[src/rtl/io_map_pkg.sv]
// Shared IO address map for the memory-mapped load/store path.
// Region boundaries, region encoding and the read-responder FSM states.
package io_map_pkg;

    localparam int unsigned MEM_LAST  = 96;
    localparam int unsigned SHOW_ADDR = 116;
    localparam int unsigned ORIG_BASE = 120;
    localparam int unsigned ORIG_LAST = 129;
    localparam int unsigned PROC_BASE = 130;
    localparam int unsigned PROC_LAST = 140;

    typedef enum logic [2:0] {
        REG_MEM,
        REG_SHOW,
        REG_ORIG,
        REG_PROC,
        REG_NONE
    } region_t;

    typedef enum logic [1:0] {
        ST_IDLE,
        ST_ACCESS,
        ST_WAIT,
        ST_RESP
    } state_t;

endpackage

[src/rtl/io_region_classify.sv]
// Combinational address classifier: maps a CPU address to its IO region
// and the region's base address (first match wins).
module io_region_classify
    import io_map_pkg::*;
#(
    parameter int ADDR_W = 22
) (
    input  logic [ADDR_W-1:0] addr,
    output region_t           region,
    output logic [ADDR_W-1:0] base
);

    // SHOW uses its own address as base; unmapped addresses pass through unchanged.
    always_comb begin
        region = REG_NONE;
        base   = '0;
        if (addr <= ADDR_W'(MEM_LAST)) begin
            region = REG_MEM;
        end else if (addr == ADDR_W'(SHOW_ADDR)) begin
            region = REG_SHOW;
            base   = ADDR_W'(SHOW_ADDR);
        end else if (addr >= ADDR_W'(ORIG_BASE) && addr <= ADDR_W'(ORIG_LAST)) begin
            region = REG_ORIG;
            base   = ADDR_W'(ORIG_BASE);
        end else if (addr >= ADDR_W'(PROC_BASE) && addr <= ADDR_W'(PROC_LAST)) begin
            region = REG_PROC;
            base   = ADDR_W'(PROC_BASE);
        end
    end

endmodule

[src/rtl/io_read_resp.sv]
// Read-side responder for the memory-mapped IO space: classifies a CPU load,
// issues a region read enable, waits the region latency and returns the data.
module io_read_resp
    import io_map_pkg::*;
#(
    parameter int ADDR_W  = 22,
    parameter int DATA_W  = 32,
    parameter int MEM_LAT = 1,
    parameter int IMG_LAT = 2
) (
    input  logic              clk,
    input  logic              rst,
    input  logic              rd_req,
    input  logic [ADDR_W-1:0] rd_addr,
    input  logic [DATA_W-1:0] mem_rdata,
    input  logic [DATA_W-1:0] show_status,
    input  logic [DATA_W-1:0] orig_rdata,
    input  logic [DATA_W-1:0] proc_rdata,
    output logic              mem_re,
    output logic              orig_re,
    output logic              proc_re,
    output logic [ADDR_W-1:0] sub_addr,
    output logic [DATA_W-1:0] rd_data,
    output logic              rd_valid,
    output logic              rd_err,
    output logic              stall
);

    localparam int MAX_LAT = (MEM_LAT > IMG_LAT) ? MEM_LAT : IMG_LAT;
    localparam int CNT_W   = (MAX_LAT > 0) ? $clog2(MAX_LAT + 1) : 1;

    state_t            state;
    region_t           region;
    region_t           cls_region;
    logic [ADDR_W-1:0] cls_base;
    logic [CNT_W-1:0]  cnt;
    logic [CNT_W-1:0]  lat;
    logic [DATA_W-1:0] cap_data;
    logic              capture;

    io_region_classify #(
        .ADDR_W (ADDR_W)
    ) u_classify (
        .addr   (rd_addr),
        .region (cls_region),
        .base   (cls_base)
    );

    always_comb begin
        lat = '0;
        case (region)
            REG_MEM:           lat = CNT_W'(MEM_LAT);
            REG_ORIG, REG_PROC: lat = CNT_W'(IMG_LAT);
            default:           lat = '0;
        endcase
    end

    always_comb begin
        cap_data = '0;
        case (region)
            REG_MEM:  cap_data = mem_rdata;
            REG_SHOW: cap_data = show_status;
            REG_ORIG: cap_data = orig_rdata;
            REG_PROC: cap_data = proc_rdata;
            default:  cap_data = '0;
        endcase
    end

    // Zero-latency regions capture straight out of ACCESS; others on the last WAIT cycle.
    assign capture = ((state == ST_ACCESS) && (lat == '0)) ||
                     ((state == ST_WAIT) && (cnt <= CNT_W'(1)));

    assign stall = (state == ST_IDLE) ? rd_req : (state != ST_RESP);

    always_ff @(posedge clk or posedge rst) begin
        if (rst) begin
            state    <= ST_IDLE;
            region   <= REG_NONE;
            cnt      <= '0;
            mem_re   <= 1'b0;
            orig_re  <= 1'b0;
            proc_re  <= 1'b0;
            sub_addr <= '0;
            rd_data  <= '0;
            rd_valid <= 1'b0;
            rd_err   <= 1'b0;
        end else begin
            mem_re   <= 1'b0;
            orig_re  <= 1'b0;
            proc_re  <= 1'b0;
            rd_valid <= 1'b0;
            rd_err   <= 1'b0;
            case (state)
                ST_IDLE: begin
                    if (rd_req) begin
                        region   <= cls_region;
                        sub_addr <= rd_addr - cls_base;
                        mem_re   <= (cls_region == REG_MEM);
                        orig_re  <= (cls_region == REG_ORIG);
                        proc_re  <= (cls_region == REG_PROC);
                        state    <= ST_ACCESS;
                    end
                end
                ST_ACCESS: begin
                    cnt   <= lat;
                    state <= (lat == '0) ? ST_RESP : ST_WAIT;
                end
                ST_WAIT: begin
                    if (capture) begin
                        cnt   <= '0;
                        state <= ST_RESP;
                    end else begin
                        cnt <= cnt - CNT_W'(1);
                    end
                end
                ST_RESP: begin
                    state <= ST_IDLE;
                end
                default: state <= ST_IDLE;
            endcase
            if (capture) begin
                rd_data  <= cap_data;
                rd_valid <= 1'b1;
                rd_err   <= (region == REG_NONE);
            end
        end
    end

endmodule

[config.mk]
export PLATFORM = sky130hd
export DESIGN_NAME = io_read_resp
export DESIGN_NICKNAME = d
export VERILOG_FILES = /design/src/rtl/io_map_pkg.sv /design/src/rtl/io_region_classify.sv /design/src/rtl/io_read_resp.sv
export SDC_FILE = /design/constraint.sdc
export NUM_CORES = 1
export LEC_CHECK = 0
export BUFFER_PORTS_ARGS = -buffer_cell sky130_fd_sc_hd__clkbuf_2
export CAP_MARGIN = 15
export CORE_MARGIN = 1.5
export CORE_UTILIZATION = 46
export CTS_CLUSTER_SIZE = 8
export DETAILED_ROUTE_END_ITERATION = 8
export PLACE_DENSITY = 0.81
export REMOVE_ABC_BUFFERS = 1
export SLEW_MARGIN = 0
export SYNTH_ARGS = -nofsm -noshare
export SYNTH_HDL_FRONTEND = slang
export SYNTH_SLANG_ARGS = --single-unit
[constraint.sdc]
create_clock -name clk -period 3.4 [get_ports clk]
set_clock_uncertainty 0.2 [all_clocks]
set_input_delay 1.02 -clock clk [delete_from_list [all_inputs] [get_ports clk]]
set_output_delay 1.02 -clock clk [all_outputs]
set_load 0.05 [all_outputs]
==> results.txt, run 1 <==
The number of clock buffers added by TritonCTS is 9. The most critical setup path has its startpoint at rd_addr[13]. The number of optimization iterations in the first detailed-route pass was 5.

The run finished, with violations left. The number of pins with negative max-slew slack in the final report was 0; the minimum clock period was 4350 ps. The tools report the final weighted congestion of routability-driven global placement as 0.878. The multi-input combinational cells in the finished layout cover a total of 2680 um^2.

The average cell area after synthesis is 9.34 um^2, and the total leakage power is 0.00308 uW. The timing-limited maximum frequency is 230 MHz, and the initial core utilization is 47.6%. The number of flops mapped to enable cells by yosys works out to 0. The maximum number of buffers from clock root to sink is 2. Root cell of the clock tree: sky130_fd_sc_hd__clkbuf_8. After detailed routing, the number of vias per cell comes to 5.59.

The maximum number of pins on one net before global-route repair came out at 47. Measured along the y axis, the die boundary spans 98.2 um. The logs give 39.7% for the post-synthesis sequential area ratio and 0 for the number of warning messages in the yosys log.

The via count of the first global-routing pass was 4,604. Measured against its own limit, the worst slew margin works out to 33.0%. Setup repair after global routing could not meet its margin everywhere. The launch instance of the worst register-to-register path is region[0]$_DFFE_PP0P_.

Clock latency on the worst-skew pair, taken at its later pin, is 340 ps. The clock net in this run drives a total of 66 sinks. The area growth from synthesis to layout is 52.2%. In this run the horizontal extent of the chip is 98.2 um.

Of all nets on the critical path, the largest fanout is 4. The clock-pin slew on the worst setup and hold paths is 70 ps, and the post-route non-filler standard cell count is 825. The logs give -954 ps for the smallest setup slack after layout and 0 for the total count of hold-check failures in the final report. The number of nets with antenna violations after routing was 0. After synthesis the cells add up to 4170 um^2.

The die covers 9640 um^2. The logs give 446 for the synthesized netlist cell count and 19 for the total of endpoints with negative setup slack in the final report. The fraction of synthesis flops using an asynchronous set or reset pin came out at 100%. Max-cap violations in this run came to 0. The number of rows created at floorplan came out at 34.

In this run, post-CTS hold repair placed 0 buffers. On the final layout, the worst hold slack is 280 ps. The total power density per cell area is 796 nW/um^2.

The routed layout has 4,610 vias. The worst setup path is of the primary input to flip-flop kind. Across every metal layer, demand over resource in global routing totals 28.9%. The worst setup path is launched from a primary input. The final layout net count was 880; the number of antenna violations at the first check in global routing was 0. The number of inserted diodes came out at 0. Of the available clock period, the critical path in the final layout requires 128%.

CTS built an H-tree with a depth of 3. For the pin with the worst max-slew slack, the measured transition is 1000 ps. Counting flops and latches in the post-synthesis netlist gives 66. In the final layout, the share of cells above drive strength 1 is 54.5%. The tools report the wire length of the first global-routing pass as 22.4 mm.

TritonCTS built the clock tree. The routed design has 14.5 mm of wire. In the routed design, unresolved DRC markers number 0. The routed length per instance works out to 17.5 um. Global routing finished with a remaining overflow of 0. The core outline area was 8760 um^2.

The number of unique standard cell types used by synthesis came out at 55. The data required time of the critical path came out at 3460 ps. The final reports fail on negative setup slack. Data arrives at the worst endpoint at 4410 ps. The run gives 167 as the first-iteration detailed-routing DRC count.

Including well taps, the total number of placed cells is 801. The most used flip-flop cell after synthesis is sky130_fd_sc_hd__dfrtp_1. Across the VDD grid, the largest voltage drop is 0.446 mV. For this design the top-level I/O count stands at 213. The class of the tightest hold or removal check is flip-flop to flip-flop.

The count of buffers inserted at the top-level ports is 212. Across the whole layout, storage elements account for 1660 um^2. The startpoint of the tightest hold check path is sub_addr[0]$_DFFE_PP0P_. The count of filler cells inserted in the layout was 650.

STA classifies the critical path endpoint as a flip-flop. The wire-length estimate of the detail-placed layout is 10.3 mm.
## per-layer routing
metal	wire, um	share of wire (%)	up-vias	GRT usage [%]
li1	-	-	2142	-
met1	5580	39	2222	35.3
met2	7630	53	226	52.1
met3	1080	7.4	20	6.37
met4	188	1.3	0	6.50
met5	0	0	-	0
## worst max-delay path, stage by stage
cell and delay [ps]:
sky130_fd_sc_hd__buf_6 90, sky130_fd_sc_hd__or4_4 530, sky130_fd_sc_hd__or4_4 510, sky130_fd_sc_hd__or3_4 410
sky130_fd_sc_hd__nand2b_4 150, sky130_fd_sc_hd__and2_4 170, sky130_fd_sc_hd__ha_4 270, sky130_fd_sc_hd__a21oi_4 170
sky130_fd_sc_hd__nor3b_4 290, sky130_fd_sc_hd__a21oi_4 120, sky130_fd_sc_hd__or4_4 530, sky130_fd_sc_hd__a31oi_1 150
## through the flow
| step | util [%] | total power, uW | setup WS, ps | cell area, um^2 | TNS, ps |
|---|---|---|---|---|---|
| after floorplan | - | 3500 | -1270 | 4050 | -16620 |
| after global placement | 65.4 | 4280 | -1300 | 5730 | -20360 |
| after detailed placement | 65.4 | 4360 | -1380 | 5730 | -21650 |
| after CTS | 70.1 | 5030 | -759 | 6140 | -11070 |
| after global routing | 72.4 | 5360 | -986 | 6340 | -14060 |
| final | 72.4 | 5050 | -954 | 6340 | -13170 |
## worst paths after layout
path / to / slack [ps] / cells after the start
min: sub_addr[0]$_DFFE_PP0P_ / 280 / 2
max: sub_addr[19]$_DFFE_PP0P_ / -950 / 12
min reg2reg: sub_addr[0]$_DFFE_PP0P_ / 280 / 2
max reg2reg: rd_data[28]$_DFFE_PP0P_ / 1030 / 6
max in group asynchronous: rd_data[24]$_DFFE_PP0P_ / 1770 / 3
min in group asynchronous: rd_data[27]$_DFFE_PP0P_ / 500 / 2
## kinds of logic after synthesis
group / Yosys count / synth area share, %
AOI/OAI and AO/OA: 117 / 16.7
muxes: 36 / 15.1
and+or+nand+nor: 163 / 18.6
xor gates and xnor gates: 9 / 1.89
buffers and inverters: 42 / 3.96
DFF: 66 / 39.7
adders and majority gates: 13 / 4.08
## cell type report
cell class / instances / share of cell area [%]
flip-flops and latches: 66 / 26.1
well taps: 108 / 2.13
inverters: 13 / 0.769
clock buffers: 12 / 2.60
multi-input cells: 339 / 42.2
repair buffers: 285 / 26.0
clock inverters: 2 / 0.197
## cells in the mapped netlist, types with 4 or more instances
master	number	area share, %
sky130_fd_sc_hd__a21o_1	4	0.72
sky130_fd_sc_hd__a21oi_1	35	4.2
sky130_fd_sc_hd__a22oi_1	13	2.3
sky130_fd_sc_hd__a31oi_1	11	1.7
sky130_fd_sc_hd__clkbuf_1	25	2.3
sky130_fd_sc_hd__dfrtp_1	65	39
sky130_fd_sc_hd__ha_1	12	3.6
sky130_fd_sc_hd__inv_1	10	0.90
sky130_fd_sc_hd__mux2_2	14	3.8
sky130_fd_sc_hd__mux4_2	20	11
sky130_fd_sc_hd__nand2_1	63	5.7
sky130_fd_sc_hd__nor2_1	48	4.3
sky130_fd_sc_hd__nor3_1	4	0.48
sky130_fd_sc_hd__nor4_1	5	0.75
sky130_fd_sc_hd__o21ai_0	35	4.2
sky130_fd_sc_hd__o31ai_1	4	0.72
sky130_fd_sc_hd__or2_2	5	0.75
sky130_fd_sc_hd__or3_1	8	1.2
sky130_fd_sc_hd__or4_1	4	0.72
sky130_fd_sc_hd__xnor2_1	6	1.3
## cells in the final DEF, fill, tap and decap left out, drive strengths merged, types with 8 or more instances in the layout
cell / instances
a21oi: 37
a22oi: 13
a31oi: 11
buf: 74
clkbuf: 223
dfrtp: 65
ha: 12
inv: 13
mux2: 14
mux4: 20
nand2: 63
nor2: 48
o21ai: 38
or2: 8
or3: 9
## sequential cells by signal, indices dropped and copies added, names as in the netlist
| signal | cells |
|---|---|
| rd_data | 32 |
| sub_addr | 22 |
| region | 3 |
| cnt | 2 |
| state | 2 |
| mem_re | 1 |
| orig_re | 1 |
| proc_re | 1 |
| rd_err | 1 |
| rd_valid | 1 |
## what timing repair did
action / in CTS / in global routing
gates cloned: 1 / 0
endpoints found under the setup margin: 19 / 20
pin swaps: 25 / 22
gates resized for setup: 46 / 26
setup buffers: 5 / 9
## where the power goes
| part | total [uW] | internal [uW] | leakage [uW] | switching, uW |
|---|---|---|---|---|
| sequential | 1340 | 1140 | 0.000813 | 204 |
| combinational | 3080 | 907 | 0.00218 | 2180 |
| clock | 617 | 315 | 0.0000903 | 302 |
(Power assumes the default switching activity.)
==> run 2: changes to the inputs <==
--- a/config.mk
+++ b/config.mk
@@ -13,6 +13,7 @@
 export DETAILED_ROUTE_END_ITERATION = 8
 export PLACE_DENSITY = 0.81
 export REMOVE_ABC_BUFFERS = 1
+export SETUP_SLACK_MARGIN = 0.15
 export SLEW_MARGIN = 0
 export SYNTH_ARGS = -nofsm -noshare
 export SYNTH_HDL_FRONTEND = slang
==> results.txt, run 2 (synthesized netlist as in run 1, its figures left out) <==
The flow ran to the end, but the final reports show violations. Violations in the final reports: negative setup slack (unchanged). The final weighted congestion of routability-driven global placement was 0.878 (unchanged); the number of nets with antenna violations after routing was 0 (unchanged). The largest fanout on the critical path works out to 3 (was 4).

The global-route usage over all layers was 28.8% (was 28.9%); the number of flip-flops in the largest register was 32 (unchanged). The run gives 185 (was 167) as the first-iteration detailed-routing DRC count. The routed length per instance was 18.1 um (was 17.5 um); the register-to-register path setup slack was 1010 ps (was 1030 ps). Insertion delay to the later sink of the worst-skew pair: 340 ps (about the same).

Reg-to-reg critical path endpoint: rd_data[28]$_DFFE_PP0P_ (unchanged). Class of the tightest hold or removal check: flip-flop to flip-flop (unchanged). The leading cell type in the layout, fill and taps excluded is sky130_fd_sc_hd__clkbuf_2 (unchanged). The tools report the clock sink count as 66 (unchanged). Largest registers ranked by flip-flop count: rd_data (32), sub_addr (22), region (3) (unchanged). The tools report the launch instance of the worst register-to-register path as region[0]$_DFFE_PP0P_ (unchanged).

Core outline area: 8760 um^2 (unchanged). TritonCTS built the clock tree. The minimum clock period works out to 4370 ps (was 4350 ps). The smallest setup slack after layout was -969 ps (was -954 ps). Commonest non-fill, non-tap cells in the layout: sky130_fd_sc_hd__clkbuf_2, sky130_fd_sc_hd__buf_4, sky130_fd_sc_hd__nand2_1, sky130_fd_sc_hd__dfrtp_1, sky130_fd_sc_hd__nor2_1 (unchanged).

The logs give 5730 um^2 (unchanged) for the instance area at placement and 74.2% (was 72.4%) for the post-layout utilization of the core. The clock-pin slew on the worst setup and hold paths was 80 ps (was 70 ps). The ratio of routed vias to standard cells works out to 5.61 (was 5.59). The tools report the remaining global-route overflow as 0 (unchanged).

The fraction of final layout cells with drive strength greater than 1 was 55.4% (was 54.5%). The largest register by flop count was rd_data (unchanged). The via count of the first global-routing pass was 4,602 (was 4,604). Cells traversed along the worst timing path: buf_6 -> or4_4 -> or4_4 -> or3_4 -> nand2b_4 -> and2_4 -> ha_4 -> a21o_1 -> a31o_2 -> or2_4 -> or4_4 -> a31oi_4 (was buf_6 -> or4_4 -> or4_4 -> or3_4 -> nand2b_4 -> and2_4 -> ha_4 -> a21oi_4 -> nor3b_4 -> a21oi_4 -> or4_4 -> a31oi_1).

Initial core utilization: 47.6% (unchanged). For the number of inserted diodes, the log shows 0 (unchanged). Relative area change from synthesis to final layout: 56.0% (was 52.2%). The logs give 2 (unchanged) for the maximum number of buffers from clock root to sink and 0 (unchanged) for the number of antenna violations at the first check in global routing. The run gives 0 (unchanged) as the count of max-cap constraint violations. The die span in y came out at 98.2 um (unchanged). For the DRC violation count after routing, the log shows 0 (unchanged). Routed wire length: 15.2 mm (was 14.5 mm). Boundary pin count: 213 (unchanged). The count of filler cells inserted in the layout was 621 (was 650).

The placement-stage worst setup slack came out at -1380 ps (unchanged). The highest-delay cell along the critical path was sky130_fd_sc_hd__or4_4 (unchanged). Most frequent cell on the critical path: sky130_fd_sc_hd__or4_4 (unchanged). The area of the multi-input gates is 2690 um^2 (was 2680 um^2), and the timing-limited maximum frequency is 229 MHz (was 230 MHz).

The wire length of the first global-routing pass was 22.4 mm (about the same); the slew of the pin with the lowest slew margin was 1010 ps (was 1000 ps). The logs give 4,705 (was 4,610) for the vias after detailed routing and 9 (unchanged) for the number of CTS-inserted buffers. Worst ir drop on vdd: 0.500 mV (was 0.446 mV). The tools report the number of pins with negative max-slew slack in the final report as 0 (unchanged). The tools report the endpoint class of the critical path as a flip-flop (unchanged). The share of the clock period used by the worst path after layout was 128% (about the same). The full die area came out at 9640 um^2 (unchanged). The kind of critical path was primary input to flip-flop (unchanged). The category of the worst setup path launch point is a primary input (unchanged). The die boundary width works out to 98.2 um (unchanged). The run gives 0 (unchanged) as the total count of hold-check failures in the final report. The number of optimization iterations in the first detailed-route pass was 5 (unchanged); the number of rows created at floorplan was 34 (unchanged). The count of buffers inserted at the top-level ports is 212 (unchanged).

The half-perimeter wire length after placement was 10.3 mm (unchanged). The tools report the capture point of the critical path as sub_addr[18]$_DFFE_PP0P_ (was sub_addr[19]$_DFFE_PP0P_). The run gives 0 (unchanged) as the count of hold buffers inserted by post-cts repair.

Root cell of the clock tree: sky130_fd_sc_hd__clkbuf_8 (unchanged). The longest individual stage delay on the worst path was 530 ps (about the same). Setup repair after global routing could not meet its margin everywhere.

The register area is 1660 um^2 (unchanged). The endpoint arrival time on the critical path was 4430 ps (was 4410 ps); the post-route standard cell area excluding fillers was 6500 um^2 (was 6340 um^2). The cell depth of the worst flop-to-flop path came out at 6 (unchanged).

The run gives 894 (was 880) as the final layout net count. For the data required time of the critical path, the log shows 3460 ps (about the same). The total power density per cell area was 781 nW/um^2 (was 796 nW/um^2); the maximum number of pins on one net before global-route repair was 47 (unchanged).

The logs give 20 (was 19) for the total of endpoints with negative setup slack in the final report and 3 (unchanged) for the H-tree level count. The run gives 0.00318 uW (was 0.00308 uW) as the total leakage power. For the worst max-slew margin expressed relative to the limit, the log shows 32.1% (was 33.0%). The tools report the critical path startpoint as rd_addr[13] (unchanged).
[run 2: cell count changes in the layout (fill, tap and decap cells not counted), moves of 2 or more]
cell and delta:
sky130_fd_sc_hd__buf_6 +10, sky130_fd_sc_hd__buf_4 +4, sky130_fd_sc_hd__nand2b_1 +2, sky130_fd_sc_hd__nand2b_4 -2, sky130_fd_sc_hd__o21ai_0 -2, sky130_fd_sc_hd__o21ai_2 +2
[run 2: critical path, delay by kind of cell]
| kind | cells | cell delay, ps |
|---|---|---|
| AOI/OAI and AO/OA | 3 | 610 |
| buffers and inverters | 1 | 90 |
| and+or+nand+nor | 7 | 2450 |
| adders and majority gates | 1 | 240 |
[run 2: where the power goes]
group | switching (uW) | leakage (uW) | internal [uW] | total [uW]
Clock | 302 | 0.0000903 | 316 | 618
Combinational | 2190 | 0.00228 | 920 | 3110
Sequential | 206 | 0.000813 | 1140 | 1350
[run 2: layout make-up]
type / count / share of cell area [%]
Inverter: 13 / 0.751
Sequential cell: 66 / 25.5
Timing Repair Buffer: 299 / 27.6
Tap cell: 108 / 2.08
Clock buffer: 12 / 2.54
Clock inverter: 2 / 0.192
Multi-Input combinational cell: 339 / 41.4
[run 2: worst min path at each step]
stage                                       start                      end  slack [ps]  cells past startpoint
final                     sub_addr[0]$_DFFE_PP0P_  sub_addr[0]$_DFFE_PP0P_         290                      2
after floorplan                cnt[0]$_DFFE_PP0P_       cnt[0]$_DFFE_PP0P_         320                      2
after CTS                 sub_addr[0]$_DFFE_PP0P_  sub_addr[0]$_DFFE_PP0P_         280                      2
after global placement    sub_addr[0]$_DFFE_PP0P_  sub_addr[0]$_DFFE_PP0P_         260                      2
after detailed placement  sub_addr[0]$_DFFE_PP0P_  sub_addr[0]$_DFFE_PP0P_         270                      2
after global routing      sub_addr[7]$_DFFE_PP0P_  sub_addr[7]$_DFFE_PP0P_         310                      2
[run 2: what timing repair did]
| item | in CTS | in global routing |
|---|---|---|
| setup endpoints to repair | 20 | 20 |
| gates resized for setup | 39 | 48 |
| setup buffers | 7 | 16 |
| pin swaps | 22 | 34 |
| cloned | 1 | 0 |
| endpoints found under the hold margin | 0 | 0 |
[run 2: per-stage QoR]
| stage | cells | setup TNS [ps] | total power, uW | hold WS [ps] |
|---|---|---|---|---|
| 2_1_floorplan | 417 | -16620 | 3500 | 316 |
| 3_3_place_gp | 801 | -20360 | 4280 | 264 |
| 3_5_place_dp | 801 | -21650 | 4360 | 266 |
| 4_1_cts | 823 | -11770 | 5020 | 283 |
| 5_1_grt | 839 | -15390 | 5390 | 311 |
| 6_report | 839 | -14210 | 5080 | 286 |
[run 2: metal layers]
layer / wire, um / GRT usage, %
met2: 8020 / 51.7
met4: 306 / 7.04
met1: 5740 / 35.5
met5: 0 / 0
met3: 1110 / 6.08
==> run 3: changes to the inputs <==
--- a/config.mk
+++ b/config.mk
@@ -5,16 +5,19 @@
 export SDC_FILE = /design/constraint.sdc
 export NUM_CORES = 1
 export LEC_CHECK = 0
+export ABC_AREA = 1
+export ABC_CLOCK_PERIOD_IN_PS = 3400
 export BUFFER_PORTS_ARGS = -buffer_cell sky130_fd_sc_hd__clkbuf_2
 export CAP_MARGIN = 15
 export CORE_MARGIN = 1.5
-export CORE_UTILIZATION = 46
+export CORE_UTILIZATION = 48
 export CTS_CLUSTER_SIZE = 8
 export DETAILED_ROUTE_END_ITERATION = 8
-export PLACE_DENSITY = 0.81
+export PLACE_DENSITY = 0.82
 export REMOVE_ABC_BUFFERS = 1
 export SETUP_SLACK_MARGIN = 0.15
 export SLEW_MARGIN = 0
 export SYNTH_ARGS = -nofsm -noshare
 export SYNTH_HDL_FRONTEND = slang
 export SYNTH_SLANG_ARGS = --single-unit
+export TNS_END_PERCENT = 1
==> results.txt, run 3 <==
The run finished with clean final reports. The clock-pin slew on the worst setup and hold paths came out at 70 ps (was 80 ps). TritonCTS built the clock tree.

Cells traversed along the worst timing path: clkbuf_2 -> nor2_2 -> nand2_1 -> nor2_4 -> nand3_1 -> nand3_4 -> nand2_1 -> inv_1 -> ha_2 -> a21oi_4 -> nand2_4 -> buf_4 -> a21oi_4 -> xor2_1 -> o21ai_1 (was buf_6 -> or4_4 -> or4_4 -> or3_4 -> nand2b_4 -> and2_4 -> ha_4 -> a21o_1 -> a31o_2 -> or2_4 -> or4_4 -> a31oi_4). The ratio of routed vias to standard cells was 4.98 (was 5.61). The wire length of the first global-routing pass is 22.3 mm (was 22.4 mm), and the clock sink count is 66 (unchanged). The maximum number of pins on one net before global-route repair was 37 (was 47); the longest individual stage delay on the worst path was 320 ps (was 530 ps).

The total count of hold-check failures in the final report was 0 (unchanged); the die boundary width was 100 um (was 98.2 um). The sum of buffers and inverters on the critical path came out at 3 (was 1). Largest register by flop count: rd_data (unchanged). The kind of cell with the highest combined delay on the critical path is simple AND/OR/NAND/NOR gates (unchanged). The number of flip-flops in the largest register works out to 32 (unchanged). The largest fanout on the critical path works out to 5 (was 3). The relative area change from synthesis to final layout was 37.8% (was 56.0%).

Highest-delay cell along the critical path: sky130_fd_sc_hd__ha_2 (was sky130_fd_sc_hd__or4_4). Root cell of the clock tree: sky130_fd_sc_hd__clkbuf_8 (unchanged). The number of synthesized register bits came out at 66 (unchanged). The full die area was 10,000 um^2 (was 9640 um^2).

The tools report the endpoint arrival time on the critical path as 3160 ps (was 4430 ps). Category of the worst setup path launch point: a primary input (unchanged). The worst max-slew margin expressed relative to the limit was 45.3% (was 32.1%). The count of hold buffers inserted by post-cts repair was 0 (unchanged); the routed length per instance was 13.5 um (was 18.1 um). The tools report the DRC violation count after routing as 0 (unchanged).

The most common flop cell mapped by yosys is sky130_fd_sc_hd__dfrtp_1 (unchanged). The final weighted congestion of routability-driven global placement is 0.924 (was 0.878). The most instantiated library cell after synthesis was sky130_fd_sc_hd__nand2_1 (was sky130_fd_sc_hd__dfrtp_1). The worst ir drop on vdd came out at 0.382 mV (was 0.500 mV). Post-synth top cells: sky130_fd_sc_hd__nand2_1, sky130_fd_sc_hd__dfrtp_1, sky130_fd_sc_hd__nand3_1 (was sky130_fd_sc_hd__dfrtp_1, sky130_fd_sc_hd__nand2_1, sky130_fd_sc_hd__nor2_1). The H-tree level count came out at 3 (unchanged). The fraction of synthesis flops using an asynchronous set or reset pin was 100% (unchanged). Final layout net count: 1,098 (was 894).

The instance area at placement came out at 5960 um^2 (was 5730 um^2). The timing-limited maximum frequency was 317 MHz (was 229 MHz); the total leakage power was 0.00368 uW (was 0.00318 uW). Commonest non-fill, non-tap cells in the layout: sky130_fd_sc_hd__nand2_1, sky130_fd_sc_hd__clkbuf_2, sky130_fd_sc_hd__dfrtp_1 (was sky130_fd_sc_hd__clkbuf_2, sky130_fd_sc_hd__buf_4, sky130_fd_sc_hd__nand2_1, sky130_fd_sc_hd__dfrtp_1, sky130_fd_sc_hd__nor2_1). The die span in y came out at 100 um (was 98.2 um).

The vias after detailed routing is 5,224 (was 4,705), and the netlist area before placement is 4520 um^2 (was 4170 um^2). The data required time of the critical path was 3410 ps (was 3460 ps); the post-route standard cell area excluding fillers was 6230 um^2 (was 6500 um^2). The logs give 9200 um^2 (was 8760 um^2) for the core outline area and 10.6 mm (was 10.3 mm) for the half-perimeter wire length after placement. The routed wire length was 14.1 mm (was 15.2 mm); the remaining global-route overflow was 0 (unchanged). The count of buffers inserted at the top-level ports is 212 (unchanged), and the number of antenna violations at the first check in global routing is 0 (unchanged). The total of endpoints with negative setup slack in the final report came out at 0 (was 20). The post-route non-filler standard cell count came out at 1,048 (was 839).

The class of the tightest hold or removal check is flip-flop to flip-flop (unchanged). Largest registers ranked by flip-flop count: rd_data (32), sub_addr (22), region (3) (unchanged). The cell accounting for the most synthesized area is sky130_fd_sc_hd__dfrtp_1 (unchanged). The number of inserted diodes came out at 0 (unchanged).

The maximum number of buffers from clock root to sink is 2 (unchanged). Kind of critical path: primary input to flip-flop (unchanged). The initial core utilization is 49.2% (was 47.6%). The number of rows created at floorplan came out at 35 (was 34). For the number of unique standard cell types used by synthesis, the log shows 34 (was 55). The share of the synthesized area in the top cell type is 36.0% (was 39.0%). Area contributors post-synth: sky130_fd_sc_hd__dfrtp_1, sky130_fd_sc_hd__nand2_1, sky130_fd_sc_hd__nand3_1, sky130_fd_sc_hd__inv_1, sky130_fd_sc_hd__o21ai_1 (was sky130_fd_sc_hd__dfrtp_1, sky130_fd_sc_hd__mux4_2, sky130_fd_sc_hd__nand2_1, sky130_fd_sc_hd__nor2_1, sky130_fd_sc_hd__a21oi_1). The logs give 4 (was 5) for the number of optimization iterations in the first detailed-route pass and 682 (was 446) for the synthesized netlist cell count. The leading cell type in the layout, fill and taps excluded is sky130_fd_sc_hd__nand2_1 (was sky130_fd_sc_hd__clkbuf_2). The smallest setup slack after layout came out at 244 ps (was -969 ps). The global-route usage over all layers was 28.0% (was 28.8%); the count of max-cap constraint violations was 0 (unchanged). Boundary pin count: 213 (unchanged). The tools report the number of nets with antenna violations after routing as 0 (unchanged). The fraction of final layout cells with drive strength greater than 1 was 34.9% (was 55.4%). The number of CTS-inserted buffers came out at 9 (unchanged). The slew of the pin with the lowest slew margin is 820 ps (was 1010 ps), and the instance count after placement with tap cells included is 1,029 (was 801). The insertion delay to the later sink of the worst-skew pair is 330 ps (was 340 ps), and the share of the clock period used by the worst path after layout is 92.8% (was 128%).

The number of warning messages in the yosys log was 0 (unchanged); the via count of the first global-routing pass was 4,916 (was 4,602). The minimum clock period came out at 3160 ps (was 4370 ps). The placement-stage worst setup slack was -164 ps (was -1380 ps). Setup repair after global routing could not meet its margin everywhere. Number of flops mapped to enable cells by yosys: 0 (unchanged).

The tools report the endpoint class of the critical path as a flip-flop (unchanged). The average cell area after synthesis is 6.63 um^2 (was 9.34 um^2), and the total power density per cell area is 711 nW/um^2 (was 781 nW/um^2). The first-iteration detailed-routing DRC count was 130 (was 185).

The logs give 0 (unchanged) for the number of pins with negative max-slew slack in the final report and 36.5% (was 39.7%) for the post-synthesis sequential area ratio.
-- run 3: cell types whose count changed in the layout (fill, tap and decap cells not counted), moves of 16 or more --
| cell | previous run | this run |
|---|---|---|
| sky130_fd_sc_hd__nor2_1 | 46 | 28 |
| sky130_fd_sc_hd__o21ai_1 | 12 | 41 |
| sky130_fd_sc_hd__nand2_1 | 63 | 283 |
| sky130_fd_sc_hd__a21oi_1 | 29 | 7 |
| sky130_fd_sc_hd__nand3_1 | 1 | 61 |
| sky130_fd_sc_hd__a22o_1 | 0 | 16 |
| sky130_fd_sc_hd__buf_6 | 20 | 0 |
| sky130_fd_sc_hd__inv_1 | 9 | 59 |
| sky130_fd_sc_hd__mux4_2 | 20 | 0 |
| sky130_fd_sc_hd__buf_4 | 68 | 49 |
-- run 3: worst paths after layout --
kind,startpoint,end,slack (ps),cells after the start
max,rd_addr[15],sub_addr[9]$_DFFE_PP0P_,240,15
min,rd_data[25]$_DFFE_PP0P_,rd_data[25]$_DFFE_PP0P_,280,2
max reg2reg,state[0]$_DFFE_PP0P_,sub_addr[14]$_DFFE_PP0P_,1100,8
min reg2reg,rd_data[25]$_DFFE_PP0P_,rd_data[25]$_DFFE_PP0P_,280,2
max in group asynchronous,rst,rd_data[23]$_DFFE_PP0P_,1660,3
min in group asynchronous,rst,sub_addr[13]$_DFFE_PP0P_,590,2
-- run 3: worst register-to-register path, cell delays in order (launching register included) --
cell,delay [ps]
sky130_fd_sc_hd__dfrtp_1,400
sky130_fd_sc_hd__inv_1,90
sky130_fd_sc_hd__ha_1,240
sky130_fd_sc_hd__nand2_1,90
sky130_fd_sc_hd__buf_4,330
sky130_fd_sc_hd__clkinv_1,380
sky130_fd_sc_hd__buf_4,290
sky130_fd_sc_hd__nand3_1,110
sky130_fd_sc_hd__nand2_1,60
-- run 3: per-stage QoR --
step	power (uW)	TNS [ps]	util, %	hold WS, ps
after floorplan	3070	-95.0	-	269
after global placement	3800	-449	64.9	262
after detailed placement	3840	-1380	64.9	266
after CTS	4440	0	66.7	287
after global routing	4730	0	67.8	301
final	4430	0	67.8	282
-- run 3: per-layer routing --
metal	GRT usage, %	wire length, um
met2	50.7	7010
met1	32.6	5820
met5	0	0
met3	4.81	749
met4	11.7	521
-- run 3: power by group --
group	leakage (uW)	internal, uW	total, uW	switching, uW
registers	0.000847	1090	1270	171
logic	0.00275	640	2560	1920
clock network	0.0000851	281	598	317
-- run 3: cell families (layout without fill, tap and decap cells) --
| group | count (synthesis) | in the layout | synth area share [%] |
|---|---|---|---|
| and+or+nand+nor | 420 | 420 | 39.5 |
| AOI/OAI and AO/OA | 85 | 86 | 11.1 |
| buffers and inverters | 95 | 349 | 8.52 |
| adders and majority gates | 13 | 13 | 3.76 |
| DFF | 66 | 66 | 36.5 |
| xor gates and xnor gates | 3 | 3 | 0.581 |
-- run 3: final cells by class --
type                            count  area (um^2)
Clock buffer                       11          141
Inverter                           72          274
Clock inverter                      5         30.0
Sequential cell                    66         1650
Tap cell                          111          139
Multi-Input combinational cell    522         2560
Timing Repair Buffer              261         1430
Fill cell                         819         2970
-- run 3: what timing repair did --
item | CTS | global route
setup buffers | 0 | 2
setup endpoints to repair | 0 | 17
resized for setup | 0 | 17
